--- config.mk ---
export PLATFORM = sky130hd
export DESIGN_NAME = mm_cfg_loader
export DESIGN_NICKNAME = d
export VERILOG_FILES = /design/src/rtl/mm_cfg_pkg.sv /design/src/rtl/mm_addr_dec.sv /design/src/rtl/mm_cfg_loader.sv
export SDC_FILE = /design/constraint.sdc
export NUM_CORES = 1
export LEC_CHECK = 0
export CORE_MARGIN = 8
export CORE_UTILIZATION = 35
export CTS_BUF_LIST = sky130_fd_sc_hd__clkbuf_4 sky130_fd_sc_hd__clkbuf_8
export DETAILED_ROUTE_END_ITERATION = 8
export GPL_ROUTABILITY_DRIVEN = 1
export GPL_TIMING_DRIVEN = 0
export PLACE_DENSITY = 0.79
export SLEW_MARGIN = 15
export SYNTH_ARGS = -nofsm -noshare
export SYNTH_HDL_FRONTEND = slang
export SYNTH_HIERARCHICAL = 1
export SYNTH_SLANG_ARGS = --single-unit
export TNS_END_PERCENT = 50
--- constraint.sdc ---
create_clock -name clk -period 1.9 [get_ports clk]
set_input_delay 0.19 -clock clk [delete_from_list [all_inputs] [get_ports clk]]
set_output_delay 0.19 -clock clk [all_outputs]
set_load 0.02 [all_outputs]
--- src/rtl/mm_cfg_pkg.sv ---
`default_nettype none
// ============================================================================
// Module      : mm_cfg_pkg
// Description : Shared constants and types for the configuration write
//               sequencer: FSM state encoding and write-count width.
// Revision    : 1.0 - initial release
// ============================================================================
package mm_cfg_pkg;

    // State encoding of the write-sequencer FSM
    localparam logic [1:0] c_IDLE  = 2'd0;
    localparam logic [1:0] c_LOAD  = 2'd1;
    localparam logic [1:0] c_FLUSH = 2'd2;
    localparam logic [1:0] c_CLEAR = 2'd3;

    typedef enum logic [1:0] {
        ST_IDLE  = c_IDLE,
        ST_LOAD  = c_LOAD,
        ST_FLUSH = c_FLUSH,
        ST_CLEAR = c_CLEAR
    } state_t;

    // Width of the committed-write counter and its saturation value
    localparam int                    c_WCOUNT_W   = 8;
    localparam logic [c_WCOUNT_W-1:0] c_WCOUNT_MAX = '1;

endpackage : mm_cfg_pkg
`default_nettype wire

--- src/rtl/mm_addr_dec.sv ---
`default_nettype none
// ============================================================================
// Module      : mm_addr_dec
// Description : Combinational one-hot address decoder. Produces one enable
//               bit per implemented register and flags addresses that fall
//               beyond the implemented register count.
// Revision    : 1.0 - initial release
// ============================================================================
module mm_addr_dec
    import mm_cfg_pkg::*;
#(
    parameter int SIZEADDR = 3,
    parameter int NREGS    = 8
) (
    input  logic [SIZEADDR-1:0] addr,
    output logic [NREGS-1:0]    onehot,
    output logic                oor
);

    // Addresses at or above NREGS select nothing; compare in 32 bits so the
    // check is exact whatever the address width is.
    assign oor = (32'(addr) >= 32'(NREGS));

    // One comparator per implemented register; out-of-range addresses match
    // no bit, so the vector is naturally all-zero for them.
    for (genvar i = 0; i < NREGS; i++) begin : g_bit
        assign onehot[i] = (32'(addr) == 32'(i));
    end

endmodule : mm_addr_dec
`default_nettype wire

--- src/rtl/mm_cfg_loader.sv ---
`default_nettype none
// ============================================================================
// Module      : mm_cfg_loader
// Description : Write sequencer feeding a bank of enable/clear configuration
//               registers. Accepts a burst of (address, data) beats over a
//               valid/ready handshake, drives a shared data bus with one-hot
//               per-register enable pulses, issues bank-wide clears, and
//               reports busy/done/error status and a saturating write count.
// Revision    : 1.0 - initial release
// ============================================================================
module mm_cfg_loader
    import mm_cfg_pkg::*;
#(
    parameter int SIZEDATA = 32,
    parameter int NREGS    = 8,
    parameter int SIZEADDR = 3
) (
    input  logic                  clk,
    input  logic                  reset,
    input  logic                  start,
    input  logic                  clear_req,
    input  logic                  wr_valid,
    output logic                  wr_ready,
    input  logic [SIZEADDR-1:0]   wr_addr,
    input  logic [SIZEDATA-1:0]   wr_data,
    input  logic                  wr_last,
    output logic [NREGS-1:0]      reg_enable,
    output logic                  reg_clear,
    output logic [SIZEDATA-1:0]   reg_datain,
    output logic                  busy,
    output logic                  done,
    output logic                  err,
    output logic [c_WCOUNT_W-1:0] wcount
);

    state_t                  r_state;
    state_t                  w_state_next;

    logic                    w_wr_ready;
    logic                    w_accept;
    logic                    w_burst_start;
    logic                    w_busy;
    logic                    w_reg_clear;

    logic [NREGS-1:0]        w_dec_onehot;
    logic                    w_dec_oor;

    logic [NREGS-1:0]        r_reg_enable;
    logic [SIZEDATA-1:0]     r_reg_datain;
    logic                    r_done;
    logic                    r_err;
    logic [c_WCOUNT_W-1:0]   r_wcount;

    mm_addr_dec #(
        .SIZEADDR (SIZEADDR),
        .NREGS    (NREGS)
    ) u_addr_dec (
        .addr   (wr_addr),
        .onehot (w_dec_onehot),
        .oor    (w_dec_oor)
    );

    // State register; reset drops straight back to IDLE mid-burst
    always_ff @(posedge clk or posedge reset) begin
        if (reset) begin
            r_state <= ST_IDLE;
        end else begin
            r_state <= w_state_next;
        end
    end

    // Next-state and state-decoded controls. A clear request always wins:
    // over start in IDLE, and over any pending beat in LOAD (where it also
    // withdraws ready so that beat is never committed).
    always_comb begin
        w_state_next  = r_state;
        w_wr_ready    = 1'b0;
        w_burst_start = 1'b0;
        w_busy        = 1'b1;
        w_reg_clear   = 1'b0;
        case (r_state)
            ST_IDLE: begin
                w_busy = 1'b0;
                if (clear_req) begin
                    w_state_next = ST_CLEAR;
                end else if (start) begin
                    w_state_next  = ST_LOAD;
                    w_burst_start = 1'b1;
                end
            end
            ST_LOAD: begin
                w_wr_ready = !clear_req;
                if (clear_req) begin
                    w_state_next = ST_CLEAR;
                end else if (wr_valid && wr_last) begin
                    w_state_next = ST_FLUSH;
                end
            end
            ST_FLUSH: begin
                w_state_next = ST_IDLE;
            end
            ST_CLEAR: begin
                w_reg_clear  = 1'b1;
                w_state_next = ST_IDLE;
            end
            default: begin
                w_state_next = ST_IDLE;
            end
        endcase
    end

    assign w_accept = wr_valid && w_wr_ready;

    // Commit accepted beats one cycle later: data bus, enable pulse, error
    // flag and saturating count. Enables default to zero every cycle so a
    // pulse only ever follows an accepted beat. Done fires on leaving FLUSH,
    // i.e. the cycle after the final enable pulse.
    always_ff @(posedge clk or posedge reset) begin
        if (reset) begin
            r_reg_enable <= '0;
            r_reg_datain <= '0;
            r_done       <= 1'b0;
            r_err        <= 1'b0;
            r_wcount     <= '0;
        end else begin
            r_reg_enable <= '0;
            r_done       <= (r_state == ST_FLUSH);
            if (w_burst_start) begin
                r_wcount <= '0;
                r_err    <= 1'b0;
            end
            if (w_accept) begin
                r_reg_datain <= wr_data;
                if (w_dec_oor) begin
                    r_err <= 1'b1;
                end else begin
                    r_reg_enable <= w_dec_onehot;
                end
                if (r_wcount != c_WCOUNT_MAX) begin
                    r_wcount <= r_wcount + 1'b1;
                end
            end
        end
    end

    assign wr_ready   = w_wr_ready;
    assign busy       = w_busy;
    assign reg_clear  = w_reg_clear;
    assign reg_enable = r_reg_enable;
    assign reg_datain = r_reg_datain;
    assign done       = r_done;
    assign err        = r_err;
    assign wcount     = r_wcount;

endmodule : mm_cfg_loader
`default_nettype wire

==> results of run 1 <==
area by class of cell:
| type | instances | area [um2] |
|---|---|---|
| Sequential cell | 52 | 1300 |
| Timing Repair Buffer | 94 | 953 |
| Inverter | 3 | 11.3 |
| Buffer | 11 | 65.1 |
| Clock inverter | 3 | 90.1 |
| Multi-Input combinational cell | 163 | 807 |
| Fill cell | 537 | 2600 |
| Tap cell | 75 | 93.8 |
| Clock buffer | 5 | 68.8 |
cells in the final DEF (no fill, tap or decap), drive strengths merged, types with 4 or more instances in the layout:
cell type	n
clkdlybuf4s50	92
nand2	101
nor3b	4
nand3	5
and2	10
dfrtp	52
nor2	8
buf	9
nor3	5
clkbuf	8
o21ai	4
synth_stat cells (2+ instances only):
| cell type | number |
|---|---|
| a21oi_1 | 2 |
| a311oi_1 | 2 |
| a31oi_1 | 3 |
| and2_1 | 8 |
| and3b_2 | 3 |
| buf_1 | 3 |
| buf_4 | 2 |
| buf_6 | 2 |
| clkbuf_1 | 3 |
| dfrtp_1 | 52 |
| inv_1 | 3 |
| nand2_1 | 101 |
| nand3_1 | 5 |
| nor2_1 | 8 |
| nor3_1 | 5 |
| nor3b_1 | 4 |
| o21ai_0 | 4 |
sequential cells by signal (all words and copies together) (netlist names):
name	flops
err	1
wcount	8
done	1
reg_enable	8
reg_datain	32
r_state	2
worst paths after layout:
path / startpoint / end / slack (ns) / cells after the start
max in group asynchronous: reset / reg_datain[6]$_DFFE_PP0P_ / 1.15 / 3
min: reset / reg_enable[4]$_DFF_PP0_ / 0.23 / 2
max: r_state[0]$_DFFE_PP0P_ / busy / 0.06 / 3
min reg2reg: reg_datain[14]$_DFFE_PP0P_ / reg_datain[14]$_DFFE_PP0P_ / 0.48 / 2
max reg2reg: wcount[0]$_DFF_PP0_ / wcount[3]$_DFF_PP0_ / 0.19 / 5
min in group clk: wr_data[23] / reg_datain[23]$_DFFE_PP0P_ / 0.41 / 3
power by group:
group,switching [W],internal (W)
registers,0.000142,0.00135
clock network,0.000360,0.000658
logic,0.000651,0.000632
cell families (layout without fill, tap and decap cells):
group | after synthesis | count (layout) | share of synthesized area [%]
other cells | 1 | 1 | 0.172
flops | 52 | 52 | 59.6
compound gates | 16 | 16 | 5.67
fa+ha+maj | 1 | 1 | 0.573
buf+inv | 14 | 116 | 3.49
simple gates | 145 | 145 | 30.5
per-layer routing:
layer | routed length, um | vias to the layer above | global-route usage (%) | share of wire [%]
met4 | 40 | 0 | 3.12 | 0.71
met5 | 0 | - | 0 | 0
met3 | 540 | 5 | 5.24 | 9.5
met1 | 2370 | 876 | 14.2 | 42
li1 | - | 934 | - | -
met2 | 2720 | 64 | 21.6 | 48
timing repair:
action	in CTS	in global routing
endpoints found under the hold margin	0	0
resized for setup	0	1
setup endpoints to repair	0	1
through the flow:
stage	util [%]	TNS [ns]	instances	power (W)	instance area, um2
detailed placement	53.9	-0.0107	398	0.00282	3230
CTS	56.6	0	406	0.00385	3390
finish	56.6	0	406	0.00379	3390
floorplan	-	0	229	0.00211	2180
global placement	53.6	-27.57	397	0.00276	3210
global route	56.6	0	406	0.00399	3390
worst max-delay path, stage by stage (launching register included):
cell	delay, ns
dfrtp_1	0.40
buf_6	0.14
or2_2	0.28
clkdlybuf4s50_1	0.54
==> results.md, run 1 <==
* EDFF count, synth at 0
* Hold Slack at roughly 0.23 ns
* CP Data Arrival Time at 1.65 ns
* PwrDens at roughly 1100 mW/mm2
* Seq cells post-synth at 52
* DRT iter0 DRCs at between 40 and 50
* Clk_lat worst skew at approximately 0.3 ns
* YS warnings at 6
* Status: finished, final reports clean
* Setup ws final at ~0.062 ns
* Share of cells above drive strength 1 at under 10%
* Via Count at approximately 1900
* Setup bufs post-CTS at 0
* Maximum fanout along the worst path at 10
* Vias in the first global route at 1870
* Cell accounting for the most synthesized area: dfrtp_1
* Number of remaining DRC errors at 0
* CP startpoint kind: flop
* Largest net degree at the start of global routing at 31
* Routability Congestion at 0.752
* Req. time, crit path at 1.71 ns
* Tcrit/Tclk final at between 90% and 100%
* Pre-CTS setup slack at -0.0107 ns
* Clock Skew at around 0.0036 ns
* CTS Root Cell: clkbuf_8
* Die ar. at about 0.0090 mm2
* Final nets at roughly 370
* DR WL/cell at roughly 14 um
* Hold buffers post-CTS at 0
* Antenna Violating Nets Remaining at 0
* TritonCTS Sinks at 52
* Final Hold Vio Count at 0
* Max VDD drop at roughly 0.5 mV
* Tot GR Track Use at between 10% and 20%
* Die height at ~95 um
* Tmin final at approximately 1.8 ns
* Drt pass-1 iters at 4
* Clock Path Buffers at 2
* Die X at approximately 95 um
* Max_cap viols at 0
* Largest cells by area after synthesis: dfrtp_1, nand2_1, and2_1, and3b_2, nor2_1
* Starting Density at between 30% and 40%
* Least-Margin Pin Slew at 0.506 ns
* CORE AREA at 0.00599 mm2
* F_max at ~0.54 GHz
* Relative slew slack at between 60% and 70%
* Grt total ovfl at 0
* # diodes at 0
* HPWL after detailed placement at roughly 4400 um
* Initial antenna violation count at 0
* Synthesized Nets at 271
* Max-slew violations at 0
* CP Class: flop to primary output
* Cts bufs inserted at 5
* IO Port Bufs at 93
* Yosys cell types at 36
* Area growth, synth to finish at 55.2%
* DRT Wirelength at about 5700 um
* Setup crit end kind: primary output
* Post-synth top area share at about three fifths
* Syn_area_per_cell at about 9.5 um2
* CTS tree: built
* Syn Inst Count at roughly 230
* Std cell rows at 28
* Async SR Flop Fraction at 100%
* Avg Vias per Cell at ~4.6
* Leakage at between 1.5 and 2 nW
* First-pass GRT wire length at between 9000 and 10000 um
* Mapped cell area at between 0.002 and 0.0025 mm2
* Endpoints failing setup at 0
* Ports at 94
* H-tree depth at 2
* Unrepaired setup endpoints after global routing: false
* Part of the Yosys area used for sequential elements at around three fifths
* Clock slew at reported path FFs at 0.09 ns
* Synth Flop Type: dfrtp_1
* Worst min path class: primary input to asynchronous set/reset pin
Note: power is estimated with default switching activity, not from simulation.
==> run 2: changes to the inputs <==
CAP_MARGIN = 20   (was unset)
==> results of run 2 <==
The final DEF is identical to that of run 1; final timing and power are the same.
